`src/rtl/jtopl_pkg.sv`:
```
// Shared slot/channel definitions for the OPL phase-generator scheduler.
package jtopl_pkg;
    localparam int SLOT_W = 5;
    localparam int CH_W   = 4;

    typedef enum logic { OP_MOD = 1'b0, OP_CAR = 1'b1 } op_e;

    typedef struct packed {
        op_e             op;
        logic [CH_W-1:0] ch;
    } slot_map_t;

    // Slots 0..CH-1 are modulators, CH..2*CH-1 the carriers of the same channels.
    function automatic slot_map_t slot_map(input logic [SLOT_W-1:0] slot, input int ch_n);
        logic [SLOT_W-1:0] n;
        slot_map_t m;
        n    = SLOT_W'(ch_n);
        m.op = (slot >= n) ? OP_CAR : OP_MOD;
        m.ch = (slot >= n) ? CH_W'(slot - n) : CH_W'(slot);
        return m;
    endfunction
endpackage

```
`src/rtl/jtopl_slot_cnt.sv`:
```
// Mod-2*CH operator slot counter with registered channel/operator decode.
module jtopl_slot_cnt
    import jtopl_pkg::*;
#(
    parameter int CH = 9
) (
    input  logic              clk,
    input  logic              rst,
    input  logic              cenop,
    output logic [SLOT_W-1:0] slot,
    output logic [CH_W-1:0]   ch,
    output logic              op,
    output logic              zero,
    output logic [CH_W-1:0]   nxt_ch
);
    logic [SLOT_W-1:0] nxt_slot;
    slot_map_t         nxt_map;

    always_comb begin
        nxt_slot = (slot == SLOT_W'(2*CH-1)) ? '0 : slot + 1'b1;
        nxt_map  = slot_map(nxt_slot, CH);
        nxt_ch   = nxt_map.ch;
    end

    always_ff @(posedge clk or negedge rst) begin
        if (!rst) begin
            slot <= '0;
            ch   <= '0;
            op   <= 1'b0;
            zero <= 1'b1;
        end else if (cenop) begin
            slot <= nxt_slot;
            ch   <= nxt_map.ch;
            op   <= nxt_map.op;
            zero <= (nxt_slot == '0);
        end
    end
endmodule

```
`src/rtl/jtopl_pg_sched.sv`:
```
// Slot sequencer plus key-on bank: turns CPU key writes into stage-II phase resets.
module jtopl_pg_sched
    import jtopl_pkg::*;
#(
    parameter int CH = 9
) (
    input  logic              clk,
    input  logic              rst,
    input  logic              cenop,
    input  logic              kon_we,
    input  logic [3:0]        kon_ch,
    input  logic              kon_val,
    output logic [4:0]        slot_I,
    output logic [3:0]        ch_I,
    output logic              op_I,
    output logic              zero_I,
    output logic              kon_I,
    output logic              pg_rst_II,
    output logic [2*CH-1:0]   kon_pend
);
    logic [CH-1:0]   keys;
    logic [CH-1:0]   rise_c, off_c;
    logic [CH_W-1:0] nxt_ch;
    logic            hit_rise, hit_off, svc_pend, nxt_kon;

    jtopl_slot_cnt #(.CH(CH)) u_cnt (
        .clk    (clk),
        .rst    (rst),
        .cenop  (cenop),
        .slot   (slot_I),
        .ch     (ch_I),
        .op     (op_I),
        .zero   (zero_I),
        .nxt_ch (nxt_ch)
    );

    // Out-of-range channels never match a decode term, so those writes fall away.
    always_comb begin
        rise_c   = '0;
        off_c    = '0;
        hit_rise = 1'b0;
        hit_off  = 1'b0;
        svc_pend = 1'b0;
        nxt_kon  = 1'b0;
        for (int c = 0; c < CH; c++) begin
            if (kon_we && kon_ch == CH_W'(c)) begin
                rise_c[c] = kon_val && !keys[c];
                off_c[c]  = !kon_val;
            end
            if (ch_I == CH_W'(c)) begin
                hit_rise = rise_c[c];
                hit_off  = off_c[c];
            end
            if (nxt_ch == CH_W'(c))
                nxt_kon = keys[c];
        end
        for (int s = 0; s < 2*CH; s++)
            if (slot_I == SLOT_W'(s))
                svc_pend = kon_pend[s];
    end

    always_ff @(posedge clk or negedge rst) begin
        if (!rst) begin
            keys      <= '0;
            kon_pend  <= '0;
            kon_I     <= 1'b0;
            pg_rst_II <= 1'b0;
        end else begin
            for (int c = 0; c < CH; c++) begin
                if (rise_c[c])
                    keys[c] <= 1'b1;
                else if (off_c[c])
                    keys[c] <= 1'b0;
            end
            // Pending index equals slot index; the service clear comes last so a
            // same-clock rising write on the serviced slot is consumed by the bypass.
            for (int o = 0; o < 2; o++) begin
                for (int c = 0; c < CH; c++) begin
                    if (rise_c[c])
                        kon_pend[o*CH+c] <= 1'b1;
                    if (off_c[c])
                        kon_pend[o*CH+c] <= 1'b0;
                    if (cenop && slot_I == SLOT_W'(o*CH+c))
                        kon_pend[o*CH+c] <= 1'b0;
                end
            end
            if (cenop) begin
                pg_rst_II <= (svc_pend || hit_rise) && !hit_off;
                kon_I     <= nxt_kon;
            end
        end
    end
endmodule

```
`config.mk`:
```
export PLATFORM = sky130hd
export DESIGN_NAME = jtopl_pg_sched
export DESIGN_NICKNAME = d
export VERILOG_FILES = /design/src/rtl/jtopl_pkg.sv /design/src/rtl/jtopl_slot_cnt.sv /design/src/rtl/jtopl_pg_sched.sv
export SDC_FILE = /design/constraint.sdc
export NUM_CORES = 1
export LEC_CHECK = 0
export ABC_CLOCK_PERIOD_IN_PS = 3800
export CAP_MARGIN = 20
export CORE_MARGIN = 2
export CORE_UTILIZATION = 40
export DETAILED_ROUTE_END_ITERATION = 6
export GPL_TIMING_DRIVEN = 0
export PLACE_DENSITY = 0.7
export RECOVER_POWER = 100
export SLEW_MARGIN = 20
export SYNTH_ARGS = -nofsm -noshare
export SYNTH_HDL_FRONTEND = slang
export SYNTH_SLANG_ARGS = --single-unit
```
`constraint.sdc`:
```
create_clock -name clk -period 3.8 [get_ports clk]
set_input_delay 0.57 -clock clk [delete_from_list [all_inputs] [get_ports clk]]
set_output_delay 0.57 -clock clk [all_outputs]
set_load 0.02 [all_outputs]
```
==> impl_metrics.env, run 1 <==
export IMPL_cts_root_buf="clkbuf_8"
export IMPL_initial_core_util_pct=40.98
export IMPL_worst_setup_path_type="register to register"
export IMPL_antenna_found_initial=0
export IMPL_start_kind="register"
export IMPL_vias_per_cell=6.016
export IMPL_place_ws_ns=0.2254
export IMPL_cp_slowest_stage_delay_ns=0.45
export IMPL_critical_path_endpoint_type="register"
export IMPL_regToRegSetupSlack_ns=0.18
export IMPL_overflow=0
export IMPL_leakage_nw=1.358
export IMPL_fin_nets=380
export IMPL_ys_warnings_count=0
export IMPL_insertion_delay_ns=0.30
export IMPL_worstPathCellList="buf_4 -> inv_1 -> ha_1 -> nor2b_1 -> inv_1 -> ha_1 -> a311oi_1 -> mux2i_4 -> mux2_1 -> nor2_1 -> or4_1 -> a41oi_2"
export IMPL_first_pass_iters=5
export IMPL_wirelength_mm=7.800
export IMPL_grt_usage_pct=21.38
export IMPL_syn_area_per_cell_um2=8.680
export IMPL_die_area_mm2=0.007604
export IMPL_mostFrequentLayoutCells="45 x nor2_1, 39 x dfrtp_1, 34 x dlygate4sd3_1, 21 x nand2_1, 18 x clkbuf_1"
export IMPL_cts_made_buffers=5
export IMPL_clkTransAtPathRegs_ns=0.08
export IMPL_synth_main_ff_cell="dfrtp_1"
export IMPL_drt_iter0_drc=140
export IMPL_rsz0062_at_grt="false"
export IMPL_wl_per_cell_um=17.57
export IMPL_min_path_type="input port to async pin"
export IMPL_dieWidth_um=87.20
export IMPL_tritoncts="built"
export IMPL_ios=40
export IMPL_ir_worst_vdd_mv=0.3243
export IMPL_setup_violations=0
export IMPL_io_buffers=36
export IMPL_clock_fmax_mhz=276.3
export IMPL_vias=2671
export IMPL_max_slew_margin_rel_pct=5.075
export IMPL_drc=0
export IMPL_core_mm2=0.006756
export IMPL_fillers=647
export IMPL_synth_area_mm2=0.002769
export IMPL_grt_max_degree=28
export IMPL_antenna_left=0
export IMPL_layout_drive_gt1_share_pct=9.890
export IMPL_grt_pass1_vias=2487
export IMPL_layout_commonest_cell="nor2_1"
export IMPL_cts_resized=0
export IMPL_worst_slew_pin_slew_ns=1.424
export IMPL_synthDistinctLibCells=57
export IMPL_clock_skew_ns=0.006179
export IMPL_hold_ws_ns=0.3182
export IMPL_area_delta_synth_final_pct=21.06
export IMPL_synth_seq_area_share_pct=36.20
export IMPL_finalHoldViolations=0
export IMPL_num_antenna_cells=0
export IMPL_post_cts_buffers=0
export IMPL_fin_setup_tns_ns=0
export IMPL_rows=30
export IMPL_cts_hold_buf=0
export IMPL_drv_cap=0
export IMPL_final_util_pct=49.61
export IMPL_worstPathRequired_ns=4.02
export IMPL_fin_crit_sh_pct=95.23
export IMPL_grt_first_pass_wirelength_mm=12.65
export IMPL_cellPowerDensity_mw_per_mm2=864.6
export IMPL_syn_inst=319
export IMPL_final_cells=444
export IMPL_htreeDepth=2
export IMPL_crit_family="simple AND/OR/NAND/NOR gates"
export IMPL_crit_arrival_ns=3.84
export IMPL_gp_congestion=0.9489
export IMPL_dieHeight_um=87.20
export IMPL_fin_ws_ns=0.1811
export IMPL_cts_buffer_depth=2
export IMPL_post_dp_hpwl_mm=5.910
export IMPL_drv_slew=0
export IMPL_cp_max_fo=10
export IMPL_multiInputGateArea_mm2=0.001634
export IMPL_critical_path_slowest_cell="or4_1"
export IMPL_synth_edff_count=0
export IMPL_ys_seq_elements=40
export IMPL_fin_crit_ns=3.619
export IMPL_seq_area_mm2=0.001002
export IMPL_cts_sinks=40
export IMPL_synthArstFlopShare_pct=100.0
export IMPL_worst_path_buf_inv=3
export IMPL_placed_cells=436
export IMPL_syn_nets=336
export IMPL_outcome="finished clean"
-- stage by stage --
step	cell area, um2	power, W
floorplan	2769	0.001942
global placement	3229	0.002540
detailed placement	3244	0.002559
CTS	3371	0.002955
global route	3352	0.003106
finish	3352	0.002898
-- worst register-to-register path, stage by stage (launching register included) --
cell and delay [ns]:
dfrtp_1 0.40, buf_4 0.21, inv_1 0.15, ha_1 0.43, nor2b_1 0.39, inv_1 0.15
ha_1 0.36, a311oi_1 0.37, mux2i_4 0.19, mux2_1 0.24, nor2_1 0.03, or4_1 0.45
a41oi_2 0.18
-- cell families after synthesis --
kind of cell / count (synthesis) / synth area share [%]
and+or+nand+nor: 138 / 25.94
AOI/OAI and AO/OA: 77 / 19.30
DFF: 40 / 36.20
buffers and inverters: 31 / 4.789
muxes: 18 / 7.682
adders and majority gates: 8 / 3.615
xor gates and xnor gates: 7 / 2.485
-- power breakdown --
part / internal [W] / total [W] / leakage, nW / switching, W
Clock: 0.000232 / 0.000386 / 0.0645 / 0.000154
Combinational: 0.000730 / 0.00172 / 0.804 / 0.000989
Sequential: 0.000605 / 0.000794 / 0.490 / 0.000188
-- sequential cells by signal, indices dropped and copies added, names as in the netlist --
name,flops
kon_pend,18
keys,9
u_cnt.slot,5
u_cnt.ch,4
kon_I,1
pg_rst_II,1
u_cnt.op,1
u_cnt.zero,1
-- path summary, 6_finish.rpt --
path                                            from                      end  cells after the start
setup / recovery           u_cnt.slot[0]$_DFFE_PN0P_        kon_I$_DFFE_PN0P_                     12
max in group asynchronous                        rst  kon_pend[8]$_DFFE_PN0P_                      2
hold / removal                                   rst    pg_rst_II$_DFFE_PN0P_                      1
hold reg to reg               u_cnt.zero$_DFFE_PN1P_   u_cnt.zero$_DFFE_PN1P_                      2
setup reg to reg           u_cnt.slot[0]$_DFFE_PN0P_        kon_I$_DFFE_PN0P_                     12
min in group clk              u_cnt.zero$_DFFE_PN1P_   u_cnt.zero$_DFFE_PN1P_                      2
-- cell usage after synthesis, types with 2 or more instances --
cell / number / share of area [%]
a221oi_1: 3 / 0.95
nor3b_1: 5 / 1.4
dfrtp_1: 39 / 35
nand2b_1: 4 / 0.90
a311oi_1: 2 / 0.63
o211ai_1: 3 / 0.81
nand3_1: 16 / 2.9
a21oi_1: 17 / 3.1
nand4_1: 5 / 1.1
ha_1: 8 / 3.6
mux2_2: 11 / 4.5
a211oi_1: 7 / 1.9
inv_1: 12 / 1.6
clkbuf_1: 15 / 2.0
or2_2: 2 / 0.45
buf_4: 2 / 0.54
and3_1: 4 / 0.90
o21a_1: 2 / 0.54
o22ai_1: 9 / 2.0
nand4b_1: 6 / 1.9
xor2_1: 2 / 0.63
nand2_1: 21 / 2.8
nor2_1: 45 / 6.1
a31oi_1: 6 / 1.4
o221a_2: 5 / 2.0
o21ai_0: 12 / 2.2
xnor2_1: 4 / 1.3
nor2b_1: 10 / 2.3
or3_1: 4 / 0.90
nor3_1: 8 / 1.4
mux2i_1: 4 / 1.4
-- per-layer routing --
metal	GRT usage [%]	vias to the layer above	routed length, um
met2	31.64	116	3508
met3	3.886	23	441
li1	-	1259	-
met5	0	-	0
met4	7.692	0	178
met1	31.16	1273	3670
-- cell type report --
class | instances | share of cell area (%)
inverters | 12 | 1.344
plain buffers | 19 | 2.576
clock inverters | 1 | 0.8959
multi-input cells | 248 | 48.75
flip-flops and latches | 40 | 29.90
repair buffers | 37 | 10.68
well taps | 80 | 2.986
clock buffers | 7 | 2.874
No activity file was read; power rests on OpenSTA's default activity.
==> run 2: changes to the inputs <==
--- a/config.mk
+++ b/config.mk
@@ -16,4 +16,5 @@
 export SLEW_MARGIN = 20
 export SYNTH_ARGS = -nofsm -noshare
 export SYNTH_HDL_FRONTEND = slang
+export SYNTH_HIERARCHICAL = 1
 export SYNTH_SLANG_ARGS = --single-unit
==> constraint.sdc (replaced) <==
create_clock -name clk -period 3.8 [get_ports clk]
set_input_delay 0.76 -clock clk [delete_from_list [all_inputs] [get_ports clk]]
set_output_delay 0.76 -clock clk [all_outputs]
set_load 0.02 [all_outputs]
==> run 2 against run 1 <==
Against the previous run: the run now ends with design-rule violations, max-capacitance violations, max-slew violations left; sequential power increased by 8.1%; die area fell by 3.1%; routed wire length shrank 4.8%; final cell count decreased by 4.3%; power is 1.2% higher; highest routed layer unchanged; critical endpoint unchanged; core utilization is 0.16 points higher; register-to-register slack improved by 0.11 ns; clock power fell by 23%.
==> impl_metrics.env, run 2 <==
export IMPL_fillers=615
export IMPL_cp_slowest_stage_delay_ns=0.53
export IMPL_syn_area_per_cell_um2=8.845
export IMPL_synth_main_ff_cell="dfrtp_1"
export IMPL_setup_violations=0
export IMPL_fin_crit_ns=3.510
export IMPL_area_delta_synth_final_pct=19.28
export IMPL_synth_edff_count=0
export IMPL_drt_iter0_drc=294
export IMPL_antenna_left=0
export IMPL_wl_per_cell_um=17.48
export IMPL_worst_setup_path_type="register to register"
export IMPL_fin_nets=360
export IMPL_cts_sinks=40
export IMPL_largest_register_ffs=18
export IMPL_mostFrequentLayoutCells="49 x nor2_1, 38 x dfrtp_1, 33 x dlygate4sd3_1, 25 x nand2_1"
export IMPL_layout_commonest_cell="nor2_1"
export IMPL_combPwrFrac_pct=60.6
export IMPL_violations="design-rule violations, max-capacitance violations, max-slew violations"
export IMPL_antenna_found_initial=0
export IMPL_post_dp_hpwl_mm=5.572
export IMPL_worstPathCellList="ha_1 -> and4bb_4 -> or2_2 -> ha_1 -> and3b_1 -> a22oi_1 -> a2bb2oi_2 -> xnor2_1 -> clkbuf_2 -> mux4_2 -> nand2_1 -> a21oi_1 -> a31oi_1 -> a21oi_1"
export IMPL_syn_nets=316
export IMPL_grt_first_pass_wirelength_mm=12.19
export IMPL_grt_pass1_vias=2438
export IMPL_critical_path_slowest_cell="dfrtp_2"
export IMPL_layout_drive_gt1_share_pct=11.49
export IMPL_insertion_delay_ns=0.30
export IMPL_clock_fmax_mhz=284.9
export IMPL_p_clk_share_pct=10.1
export IMPL_cts_buffer_depth=2
export IMPL_grt_max_degree=32
export IMPL_top_register="kon_pend"
export IMPL_core_mm2=0.006422
export IMPL_ir_worst_vdd_mv=0.5907
export IMPL_postPlaceCellArea_mm2=0.003152
export IMPL_rsz0062_at_grt="false"
export IMPL_cts_made_buffers=5
export IMPL_tritoncts="built"
export IMPL_yosys_area_top_type="dfrtp_1"
export IMPL_drv_cap=1
export IMPL_synth_seq_area_share_pct=37.39
export IMPL_finish_instance_area_mm2=0.003197
export IMPL_ios=40
export IMPL_finalHoldViolations=0
export IMPL_synthArstFlopShare_pct=100.0
export IMPL_p_seq_share_pct=29.3
export IMPL_synthDistinctLibCells=63
export IMPL_dieHeight_um=85.86
export IMPL_synth_area_mm2=0.002680
export IMPL_seq_area_mm2=0.001003
export IMPL_ys_warnings_count=6
export IMPL_drc=4
export IMPL_vias=2564
export IMPL_yosys_area_top_type_share_pct=36.41
export IMPL_num_antenna_cells=0
export IMPL_fin_setup_tns_ns=0
export IMPL_syn_inst=303
export IMPL_ys_seq_elements=40
export IMPL_clkTransAtPathRegs_ns=0.08
export IMPL_gp_congestion=0.9706
export IMPL_cp_max_fo=15
export IMPL_critical_path_endpoint_type="register"
export IMPL_ys_top_cells_by_count="48 x nor2_1, 39 x dfrtp_1, 25 x nand2_1"
export IMPL_overflow=0
export IMPL_start_kind="register"
export IMPL_worstPathRequired_ns=3.97
export IMPL_htreeDepth=2
export IMPL_yosys_top_cells_area="dfrtp_1 36%, nor2_1 6.7%, nand2_1 3.5%"
export IMPL_crit_arrival_ns=3.68
export IMPL_rows=29
export IMPL_max_slew_margin_rel_pct=-7.907
export IMPL_initial_core_util_pct=41.73
export IMPL_p_int_w=0.001599
export IMPL_dieWidth_um=85.86
export IMPL_vias_per_cell=6.033
export IMPL_cellPowerDensity_mw_per_mm2=917.1
export IMPL_worst_slew_pin_slew_ns=1.619
export IMPL_clock_skew_ns=0.009435
export IMPL_multiInputGateArea_mm2=0.001484
export IMPL_drv_slew=32
export IMPL_largestRegisters="kon_pend x18, keys x9, u_cnt/slot x5"
export IMPL_synth_most_common_cell="nor2_1"
export IMPL_min_path_type="input port to async pin"
export IMPL_io_buffers=36
export IMPL_leakage_nw=1.321
export IMPL_first_pass_iters=7
export IMPL_p_switching_w=0.001333
export IMPL_fin_crit_sh_pct=92.36
export IMPL_die_area_mm2=0.007371
export IMPL_wirelength_mm=7.429
export IMPL_final_util_pct=49.78
export IMPL_post_cts_buffers=0
export IMPL_grt_usage_pct=21.04
export IMPL_cts_root_buf="clkbuf_8"
export IMPL_swShare_pct=45.47
export IMPL_outcome="complete, but fails checks"
==> run 2: stage by stage <==
stage | instances | hold slack (ns) | total power, W | setup WS, ns
finish | 425 | 0.4289 | 0.002932 | 0.2904
detailed placement | 417 | 0.4830 | 0.002707 | 0.2128
floorplan | 303 | 0.4644 | 0.002075 | 0.5130
global placement | 416 | 0.4703 | 0.002671 | 0.2575
global route | 425 | 0.4654 | 0.003145 | 0.05243
CTS | 425 | 0.3268 | 0.003017 | 0.1839
==> run 2: cell type report <==
class / count / share of cell area [%]
plain buffers: 20 / 3.757
clock buffers: 8 / 2.818
inverters: 12 / 1.409
multi-input cells: 231 / 46.42
flip-flops and latches: 40 / 31.39
well taps: 77 / 3.014
repair buffers: 37 / 11.19
==> run 2: worst max-delay path: cells and delay by family, from the launching register on <==
kind,cells,cell delay (ns)
buffers and inverters,1,0.18
flip-flops,1,0.53
multiplexers,1,0.51
adder cells (fa/ha/maj),2,0.48
AND/OR/NAND/NOR,4,0.84
AO/OA/AOI/OAI,5,0.65
XOR/XNOR,1,0.19
==> run 2: kinds of logic after synthesis <==
family	Yosys count	synth area share [%]
AO/OA/AOI/OAI	65	17.51
multiplexers	14	6.629
adder cells (fa/ha/maj)	4	1.867
XOR/XNOR	5	1.634
AND/OR/NAND/NOR	143	28.43
flip-flops	40	37.40
buffers and inverters	32	6.536
==> run 2: power by group through the flow <==
stage | logic, W | clock network (W) | registers [W]
CTS | 0.00185 | 0.000302 | 0.000862
finish | 0.00178 | 0.000296 | 0.000858
detailed placement | 0.00184 | 0 | 0.000869
floorplan | 0.00108 | 0 | 0.000991
global route | 0.00193 | 0.000320 | 0.000892
global placement | 0.00180 | 0 | 0.000869
==> run 2: final timing paths <==
check / start / end / slack (ns) / cells past startpoint
max in group asynchronous: rst / u_cnt/slot[0]$_DFFE_PN0P_ / 1.34 / 2
max reg2reg: u_cnt/slot[0]$_DFFE_PN0P_ / kon_I$_DFFE_PN0P_ / 0.29 / 14
min: rst / keys[6]$_DFFE_PN0P_ / 0.43 / 1
min in group clk: u_cnt/zero$_DFFE_PN1P_ / u_cnt/zero$_DFFE_PN1P_ / 0.49 / 2
min reg2reg: u_cnt/zero$_DFFE_PN1P_ / u_cnt/zero$_DFFE_PN1P_ / 0.49 / 2
max: u_cnt/slot[0]$_DFFE_PN0P_ / kon_I$_DFFE_PN0P_ / 0.29 / 14
==> run 2: timing repair <==
item,CTS,global route
setup endpoints to repair,0,1
gates resized for setup,0,1
hold buffers,0,0
==> run 2: metal layers <==
metal | up-vias | track usage (%) | part of all wire, %
li1 | 1192 | - | -
met1 | 1255 | 29.62 | 45
met2 | 100 | 33.52 | 48
met3 | 17 | 3.369 | 5.5
met4 | 0 | 6.205 | 1.9
met5 | - | 0 | 0
==> run 3: changes to the inputs <==
--- a/config.mk
+++ b/config.mk
@@ -7,7 +7,7 @@
 export LEC_CHECK = 0
 export ABC_CLOCK_PERIOD_IN_PS = 3800
 export CAP_MARGIN = 20
-export CORE_MARGIN = 2
+export CORE_MARGIN = 3
 export CORE_UTILIZATION = 40
 export DETAILED_ROUTE_END_ITERATION = 6
 export GPL_TIMING_DRIVEN = 0
==> run 3 against run 2 <==
Against the previous run: the run ends with max-capacitance violations, max-slew violations left; sequential cell count unchanged; register-to-register slack got worse by 0.07 ns; first-iteration DRC count increased by 0.34%; clock power about the same; worst setup slack got worse by 0.066 ns; combinational power about the same; hold slack improved by 0.046 ns; highest routed layer unchanged; count of clock-buffer cells in the layout unchanged; final cell count unchanged; critical path depth unchanged; sequential share of layout area decreased by 0.051 points; global-route usage decreased by 0.46 points.
==> impl_metrics.env, run 3 (synthesized netlist as in run 2, its figures left out) <==
export IMPL_clock_skew_ns=0.006741
export IMPL_initial_core_util_pct=41.73
export IMPL_gp_congestion=1.025
export IMPL_fin_ws_ns=0.2241
export IMPL_start_kind="register"
export IMPL_num_antenna_cells=0
export IMPL_antenna_found_initial=0
export IMPL_cts_made_buffers=5
export IMPL_overflow=0
export IMPL_wirelength_mm=7.441
export IMPL_grt_pass1_vias=2484
export IMPL_wl_per_cell_um=17.51
export IMPL_largestRegisters="kon_pend x18, keys x9, u_cnt/slot x5"
export IMPL_drc=0
export IMPL_use_met2_pct=32.81
export IMPL_grt_max_degree=29
export IMPL_finalHoldViolations=0
export IMPL_critical_path_endpoint_type="register"
export IMPL_cp_max_fo=15
export IMPL_place_ws_ns=0.2474
export IMPL_dieHeight_um=87.86
export IMPL_fillers=601
export IMPL_grt_usage_pct=20.58
export IMPL_mostFrequentLayoutCells="49 x nor2_1, 39 x dfrtp_1, 34 x dlygate4sd3_1, 25 x nand2_1"
export IMPL_busiest_layer="met2"
export IMPL_outcome="complete, but fails checks"
export IMPL_core_mm2=0.006422
export IMPL_ir_worst_vdd_mv=0.5390
export IMPL_drt_iter0_drc=295
export IMPL_worstPathCellList="ha_1 -> and4bb_4 -> or2_2 -> ha_1 -> and3b_1 -> a22oi_1 -> a2bb2oi_2 -> xnor2_1 -> buf_4 -> mux4_2 -> nand2_1 -> a21oi_1 -> a31oi_1 -> a21oi_1"
export IMPL_area_delta_synth_final_pct=19.33
export IMPL_drv_cap=1
export IMPL_grt_first_pass_wirelength_mm=12.40
export IMPL_cp_slowest_stage_delay_ns=0.58
export IMPL_multiInputGateArea_mm2=0.001484
export IMPL_grt_use_met3_pct=3.669
export IMPL_setup_violations=0
export IMPL_post_cts_buffers=0
export IMPL_cts_buffer_depth=2
export IMPL_violations="max-capacitance violations, max-slew violations"
export IMPL_layout_drive_gt1_share_pct=11.21
export IMPL_worstPathRequired_ns=3.95
export IMPL_vias=2500
export IMPL_cts_sinks=40
export IMPL_first_pass_iters=4
export IMPL_top_register="kon_pend"
export IMPL_cts_resized=0
export IMPL_critical_path_slowest_cell="dfrtp_1"
export IMPL_cts_hold_buf=0
export IMPL_fin_crit_sh_pct=94.10
export IMPL_max_slew_margin_rel_pct=-0.5454
export IMPL_die_area_mm2=0.007719
export IMPL_htreeDepth=2
export IMPL_ios=40
export IMPL_rsz0062_at_grt="false"
export IMPL_min_path_type="input port to async pin"
export IMPL_tritoncts="built"
export IMPL_drv_slew=29
export IMPL_seq_area_mm2=0.001002
export IMPL_clkTransAtPathRegs_ns=0.08
export IMPL_fin_nets=360
export IMPL_antenna_left=0
export IMPL_final_util_pct=49.80
export IMPL_worst_setup_path_type="register to register"
export IMPL_largest_register_ffs=18
export IMPL_insertion_delay_ns=0.29
export IMPL_rows=29
export IMPL_clock_fmax_mhz=279.7
export IMPL_cts_root_buf="clkbuf_8"
export IMPL_leakage_nw=1.323
export IMPL_post_dp_hpwl_mm=5.692
export IMPL_vias_per_cell=5.882
export IMPL_crit_arrival_ns=3.73
export IMPL_fin_setup_tns_ns=0
export IMPL_fin_crit_ns=3.576
export IMPL_cellPowerDensity_mw_per_mm2=916.5
export IMPL_gr_usage_met1_pct=27.83
export IMPL_hold_ws_ns=0.4750
export IMPL_dieWidth_um=87.86
export IMPL_worst_slew_pin_slew_ns=1.508
export IMPL_layout_commonest_cell="nor2_1"
export IMPL_io_buffers=36
[run 3: cell count changes in the layout (fill, tap and decap cells not counted), sizes merged]
cell	previous run	this run
clkdlybuf4s50	2	1
buf	12	13
dlygate4sd3	33	34
clkbuf	18	17
[run 3: path summary, 6_finish.rpt]
check / from / depth (start not counted) / to / slack [ns]
max: u_cnt/slot[0]$_DFFE_PN0P_ / 14 / kon_I$_DFFE_PN0P_ / 0.22
min: rst / 1 / kon_pend[8]$_DFFE_PN0P_ / 0.47
max reg2reg: u_cnt/slot[0]$_DFFE_PN0P_ / 14 / kon_I$_DFFE_PN0P_ / 0.22
min reg2reg: u_cnt/zero$_DFFE_PN1P_ / 2 / u_cnt/zero$_DFFE_PN1P_ / 0.47
max in group asynchronous: rst / 2 / keys[4]$_DFFE_PN0P_ / 1.50
min in group clk: u_cnt/zero$_DFFE_PN1P_ / 2 / u_cnt/zero$_DFFE_PN1P_ / 0.48
[run 3: layout make-up]
cell class | count | area share [%]
multi-input cells | 231 | 46.40
flip-flops and latches | 40 | 31.34
repair buffers | 37 | 11.19
plain buffers | 20 | 3.834
well taps | 77 | 3.013
clock buffers | 8 | 2.817
inverters | 12 | 1.408
[run 3: per-stage QoR]
step	area, um2	instances	power [W]
6_report	3198	425	0.002931
5_1_grt	3198	425	0.003170
4_1_cts	3242	425	0.003019
3_5_place_dp	3152	417	0.002713
3_3_place_gp	3137	416	0.002675
2_1_floorplan	2680	303	0.002075
[run 3: power breakdown]
part | internal (W) | switching [W]
sequential | 0.000611 | 0.000250
combinational | 0.000847 | 0.000930
clock | 0.000148 | 0.000146
total | 0.00161 | 0.00133
[run 3: worst max-delay path: cells and delay by family (launching register included)]
kind | cells | cell delay, ns
and+or+nand+nor | 4 | 0.85
AOI/OAI and AO/OA | 5 | 0.63
DFF | 1 | 0.58
adders and majority gates | 2 | 0.53
muxes | 1 | 0.49
xor gates and xnor gates | 1 | 0.18
buffers and inverters | 1 | 0.17
[run 3: per-layer routing]
layer | vias up | wire, um
met5 | - | 0
met4 | 0 | 199
met3 | 22 | 452
met2 | 96 | 3538
met1 | 1192 | 3252
li1 | 1190 | -
